[src/rtl/soc_pkg.sv]
// Shared SoC constants for the UART TX path: drain FSM encoding, default FIFO
// depth and UART register map offsets.
package soc_pkg;

   typedef enum logic [1:0] {
      IDLE      = 2'd0,
      WAIT_LOW  = 2'd1,
      WAIT_HIGH = 2'd2
   } drain_state_t;

   localparam int UART_TX_FIFO_DEPTH = 16;

   localparam logic [31:0] UART_BASE_ADDR  = 32'h4000_1000;
   localparam logic [7:0]  UART_DATA_OFS   = 8'h00;
   localparam logic [7:0]  UART_STATUS_OFS = 8'h04;
   localparam logic [7:0]  UART_LEVEL_OFS  = 8'h08;
   localparam logic [7:0]  UART_OVF_OFS    = 8'h0C;

   function automatic logic [31:0] uart_reg_addr(input logic [7:0] ofs);
      return UART_BASE_ADDR + {24'd0, ofs};
   endfunction

endpackage

[src/rtl/sync_fifo.sv]
// Single-clock FIFO storage with wrapping pointers and an occupancy counter.
// The storage array is deliberately left without reset.
module sync_fifo
   import soc_pkg::*;
#(
   parameter int DEPTH = UART_TX_FIFO_DEPTH,
   parameter int WIDTH = 8
) (
   input  logic                     clk,
   input  logic                     reset,
   input  logic                     push,
   input  logic [WIDTH-1:0]         push_data,
   input  logic                     pop,
   output logic [WIDTH-1:0]         pop_data,
   output logic [$clog2(DEPTH):0]   level,
   output logic                     empty,
   output logic                     full
);

   localparam int AW = $clog2(DEPTH);

   logic [WIDTH-1:0] mem [DEPTH];
   logic [AW-1:0]    wr_ptr;
   logic [AW-1:0]    rd_ptr;
   logic [AW:0]      count;
   logic             do_push;
   logic             do_pop;

   // A full FIFO rejects the push even if a pop frees a slot this cycle.
   assign do_push = push && !full;
   assign do_pop  = pop && !empty;

   always_ff @(posedge clk) begin
      if (do_push) begin
         mem[wr_ptr] <= push_data;
      end
   end

   always_ff @(posedge clk) begin
      if (reset) begin
         wr_ptr <= '0;
         rd_ptr <= '0;
         count  <= '0;
      end else begin
         if (do_push) begin
            wr_ptr <= wr_ptr + AW'(1);
         end
         if (do_pop) begin
            rd_ptr <= rd_ptr + AW'(1);
         end
         case ({do_push, do_pop})
            2'b10:   count <= count + (AW+1)'(1);
            2'b01:   count <= count - (AW+1)'(1);
            default: count <= count;
         endcase
      end
   end

   assign pop_data = mem[rd_ptr];
   assign level    = count;
   assign empty    = (count == '0);
   assign full     = (count == (AW+1)'(DEPTH));

endmodule

[src/rtl/uart_tx_fifo.sv]
// Transmit FIFO between the bus-side UART data register and the UART core.
// Optional sticky overflow flag (ovf/ovf_clr) when UART_TX_FIFO_OVF_EN is defined.
//
// state     | meaning
// ----------|-----------------------------------------------------------
// IDLE      | waiting for data and an idle UART; pops and sends a byte
// WAIT_LOW  | send issued, waiting for tx_ready to drop (guard timeout)
// WAIT_HIGH | UART busy, waiting for tx_ready to return high
module uart_tx_fifo
   import soc_pkg::*;
#(
   parameter int DEPTH        = UART_TX_FIFO_DEPTH,
   parameter int GUARD_CYCLES = 2
) (
   input  logic                     clk,
   input  logic                     reset,
   input  logic [7:0]               push_data,
   input  logic                     push_valid,
   output logic                     push_ready,
   output logic [$clog2(DEPTH):0]   level,
   output logic                     empty,
   output logic                     full,
   output logic [7:0]               tx_data,
   output logic                     tx_send,
   input  logic                     tx_ready
`ifdef UART_TX_FIFO_OVF_EN
  ,input  logic                     ovf_clr,
   output logic                     ovf
`endif
);

   localparam int GW = $clog2(GUARD_CYCLES + 1);
   localparam logic [GW-1:0] GUARD_LOAD = GW'(GUARD_CYCLES);

   drain_state_t state;
   drain_state_t state_nxt;
   logic [GW-1:0] guard_cnt;
   logic [GW-1:0] guard_nxt;
   logic          pop;
   logic [7:0]    fifo_head;

   sync_fifo #(
      .DEPTH (DEPTH),
      .WIDTH (8)
   ) u_fifo (
      .clk       (clk),
      .reset     (reset),
      .push      (push_valid),
      .push_data (push_data),
      .pop       (pop),
      .pop_data  (fifo_head),
      .level     (level),
      .empty     (empty),
      .full      (full)
   );

   assign push_ready = !full;

   always_comb begin
      state_nxt = state;
      guard_nxt = guard_cnt;
      pop       = 1'b0;
      case (state)
         IDLE: begin
            if (!empty && tx_ready) begin
               pop       = 1'b1;
               guard_nxt = GUARD_LOAD;
               state_nxt = WAIT_LOW;
            end
         end
         WAIT_LOW: begin
            // Guard against a UART that never acknowledges the send.
            if (!tx_ready) begin
               state_nxt = WAIT_HIGH;
            end else if (guard_cnt == GW'(1)) begin
               state_nxt = IDLE;
            end else begin
               guard_nxt = guard_cnt - GW'(1);
            end
         end
         WAIT_HIGH: begin
            if (tx_ready) begin
               state_nxt = IDLE;
            end
         end
         default: state_nxt = IDLE;
      endcase
   end

   always_ff @(posedge clk) begin
      if (reset) begin
         state     <= IDLE;
         guard_cnt <= '0;
         tx_send   <= 1'b0;
         tx_data   <= 8'h00;
      end else begin
         state     <= state_nxt;
         guard_cnt <= guard_nxt;
         tx_send   <= pop;
         if (pop) begin
            tx_data <= fifo_head;
         end
      end
   end

`ifdef UART_TX_FIFO_OVF_EN
   // Set has priority so a drop coinciding with a clear is never lost.
   always_ff @(posedge clk) begin
      if (reset) begin
         ovf <= 1'b0;
      end else if (push_valid && full) begin
         ovf <= 1'b1;
      end else if (ovf_clr) begin
         ovf <= 1'b0;
      end
   end
`endif

endmodule

[config.mk]
export PLATFORM = sky130hd
export DESIGN_NAME = uart_tx_fifo
export DESIGN_NICKNAME = d
export VERILOG_FILES = /design/src/rtl/soc_pkg.sv /design/src/rtl/sync_fifo.sv /design/src/rtl/uart_tx_fifo.sv
export SDC_FILE = /design/constraint.sdc
export NUM_CORES = 1
export LEC_CHECK = 0
export BUFFER_PORTS_ARGS = -buffer_cell sky130_fd_sc_hd__buf_2
export CAP_MARGIN = 20
export CORE_AREA = 2 2 97 193
export DETAILED_ROUTE_END_ITERATION = 8
export DIE_AREA = 0 0 99 195
export SYNTH_ARGS = -nofsm -noshare
export SYNTH_HDL_FRONTEND = slang
export SYNTH_SLANG_ARGS = --single-unit
[constraint.sdc]
create_clock -name clk -period 8.3 [get_ports clk]
set_input_delay 1.66 -clock clk [delete_from_list [all_inputs] [get_ports clk]]
set_output_delay 1.66 -clock clk [all_outputs]
set_load 0.02 [all_outputs]
==> metrics.md <==
| Metric | Value |
|---|---|
| CP startpoint kind | input port |
| Critical Path RT | 8660 ps |
| Hold buffers post-CTS | 0 |
| XOR/XNOR Fraction of Synth Area | under 10% |
| Avg WL per Cell | 19.8 um |
| Post-synthesis mux area share | a little under an eighth |
| Met1 Track Usage GR | 13.7% |
| GRT busiest layer | met2 |
| Clk sinks | around 150 |
| Syn Inst Count | 396 |
| Syn_area_per_cell | roughly 16 um^2 |
| Grt total ovfl | 0 |
| Final nets | 450 |
| Crit Path Category | in2reg |
| H-tree depth | 4 |
| Syn Nets | ~420 |
| Simple-gate share of the synthesized area | 6.43% |
| Compound-Gate Fraction of Synth Area | 5.13% |
| Hold_ws | ~460 ps |
| Most frequently used flop master after synthesis | edfxtp_1 |
| Final Hold Vio Count | 0 |
| Gpl congestion | roughly 0.85 |
| Synthesized flop and latch total | ~150 |
| Total clock buffers created by CTS | 17 |
| Slew Viols, Final | 0 |
| Pleak | approximately 2.3 nW |
| DRT antenna net count | 0 |
| Asr flop ratio synth | 0% |
| Die Wd | 99 um |
| Worst Hold Class | reg2reg |
| Vias in the first global route | 3,475 |
| Setup TNS | 0 ps |
| HPWL Detailed | between 9 and 10 mm |
| CP max FO | 20 |
| WP data arrival | approximately 3900 ps |
| DIE HEIGHT | just under 200 um |
| Worst skew pair latency | 420 ps |
| Fillcell total | roughly 1,600 |
| Fraction of layout cells with a size suffix above 1 | between 15 and 20% |
| CTS root buffer | clkbuf_16 |
| Ys Warns | 0 |
| Final worst-path cycle share | about 43% |
| Post-CTS Resized | 0 |
| Adder-cell area share of the yosys netlist | approximately 2.4% |
| TritonCTS clock tree | done |
| Main combinational cell family by area after synthesis | multiplexers |
| Most frequent cells in the layout | edfxtp_1 (128), mux2i_1 (58), nor2_1 (39), o22ai_1 (28), buf_2 (28) |
| Met3 Use GR | ~3.2% |
| DRT Pass-1 Iters | 4 |
| Initial DRC Count | ~210 |
| Fin crit period | 3580 ps |
| WL final | about 13 mm |
| Drt drc | 0 |
| Status | finished clean |
| Worst-path clk slew | around 60 ps |
| Ports | 29 |
| Setup bufs post-CTS | 0 |
| Cell variety after synth | 37 |
| RSZ-0062 raised after global routing | false |
| Max IR drop VDD | between 0.1 and 0.15 mV |
| Row cnt | slightly below 70 |
| FF-to-FF End | u_fifo.level[4] |
| Initial Utilization | between 30% and 40% |
| Clock Skew | ~7.3 ps |
| Worst-Margin Slew | 1070 ps |
| Max cap viols | 0 |
| IO Port Bufs | 28 |
| Post-synthesis sequential area ratio | a little under three quarters |
| Rel. slew slack | between 20 and 30% |
| R2R cell count | 10 |
| Vias | ~3,300 |
| Hold Path Depth | 2 |
| Post-synth EDFFs | around 130 |
| R2R Setup Slk | 5170 ps |
| Area growth syn-to-layout | 15.6% |
| Die ar. | 19,300 um^2 |
| Vias per cell | about 5.1 |
| # diodes | 0 |
| Core footprint | about 18,000 um^2 |
| Commonest non-fill, non-tap cell in the layout | edfxtp_1 |
| Clock buffer depth | 2 |
| Global Route Usage Sum | 14.1% |
| GR Util met2 | a little over a quarter |
| Pin count of the biggest net entering global routing | between 60 and 70 |
| Initial antenna violation count | 0 |
| Peak Freq | about 280 MHz |
| Cell Pwr Density | 298 nW/um^2 |
| Reg2reg start | u_fifo.level[0] |
| Hold Crit Start | tx_data[4] |
| Crit end category | flip-flop |
| Global-route wire length before repair | slightly below 20 mm |
| Final setup viols | 0 |
| Worst min-delay path endpoint | tx_data[4] |
| Mapped cell area | slightly above 6000 um^2 |
[flip-flops by register name, summed over array words and instances (netlist names)]
signal / cells
u_fifo.rd_ptr: 4
guard_cnt: 2
state: 2
u_fifo.wr_ptr: 4
u_fifo.level: 5
tx_data: 8
u_fifo.mem: 128
tx_send: 1
[cells in the mapped netlist, drive strengths merged, types with 6 or more instances]
cell type | number | area [um^2]
buf | 12 | 82.6
dfxtp | 26 | 521
clkbuf | 9 | 33.8
inv | 6 | 22.5
mux2i | 58 | 581
nor2 | 39 | 146
edfxtp | 128 | 3840
nor4 | 8 | 50.1
xor2 | 6 | 52.6
ha | 10 | 125
a21oi | 8 | 40.0
a211oi | 8 | 60.1
o22ai | 28 | 175
nand2 | 13 | 48.8
[per-stage QoR]
step                area [um^2]  cells  util [%]  total power (W)  setup slack, ps
floorplan                  6150    396         -          0.00122             4630
global placement           6480    621      36.6          0.00133             4370
detailed placement         6480    621      36.6          0.00134             4280
CTS                        7110    653      40.2          0.00213             4730
global route               7110    653      40.2          0.00220             4480
finish                     7110    653      40.2          0.00211             4720
[metal layers]
layer | vias up | part of all wire (%) | wire (um)
met1 | 1649 | 36 | 4610
li1 | 1576 | - | -
met5 | - | 0 | 0
met4 | 0 | 3.9 | 498
met3 | 25 | 2.6 | 336
met2 | 56 | 58 | 7480
[power by group]
group          internal, W  total, W  switching [W]  leakage, nW
combinational     0.000142  0.000379       0.000238        0.648
sequential        0.000891  0.000942      0.0000507         1.37
clock             0.000483  0.000794       0.000310        0.319
[cell type report]
cell class	instances	area [um^2]	share of cell area, %
Sequential cell	154	4370	61.5
Multi-Input combinational cell	215	1650	23.1
Clock buffer	23	564	7.94
Tap cell	213	267	3.75
Timing Repair Buffer	33	178	2.50
Clock inverter	9	63.8	0.898
Inverter	6	22.5	0.317
[how the worst max path moves through the flow]
stage	start	to	slack (ps)	cells after the start
floorplan	tx_ready	u_fifo.level[4]	4630	11
global placement	tx_ready	u_fifo.level[4]	4370	11
detailed placement	tx_ready	u_fifo.level[4]	4280	11
CTS	tx_ready	u_fifo.level[4]	4730	11
global route	tx_ready	u_fifo.level[4]	4480	11
finish	tx_ready	u_fifo.level[4]	4720	11
[worst max-delay path, stage by stage]
cell,delay [ps]
buf_2,90
nor3b_1,230
o21ai_2,130
inv_2,280
ha_1,340
ha_1,320
a21o_1,170
a21oi_1,170
xor2_1,100
or3_1,310
a21oi_1,140
[cells by family (layout without fill, tap and decap cells)]
logic type,Yosys count,in the layout
and+or+nand+nor,81,81
muxes,63,63
AOI/OAI and AO/OA,49,49
buffers and inverters,27,71
xor gates and xnor gates,11,11
adders and majority gates,11,11
DFF,154,154
Note: power is estimated with default switching activity, not from simulation.
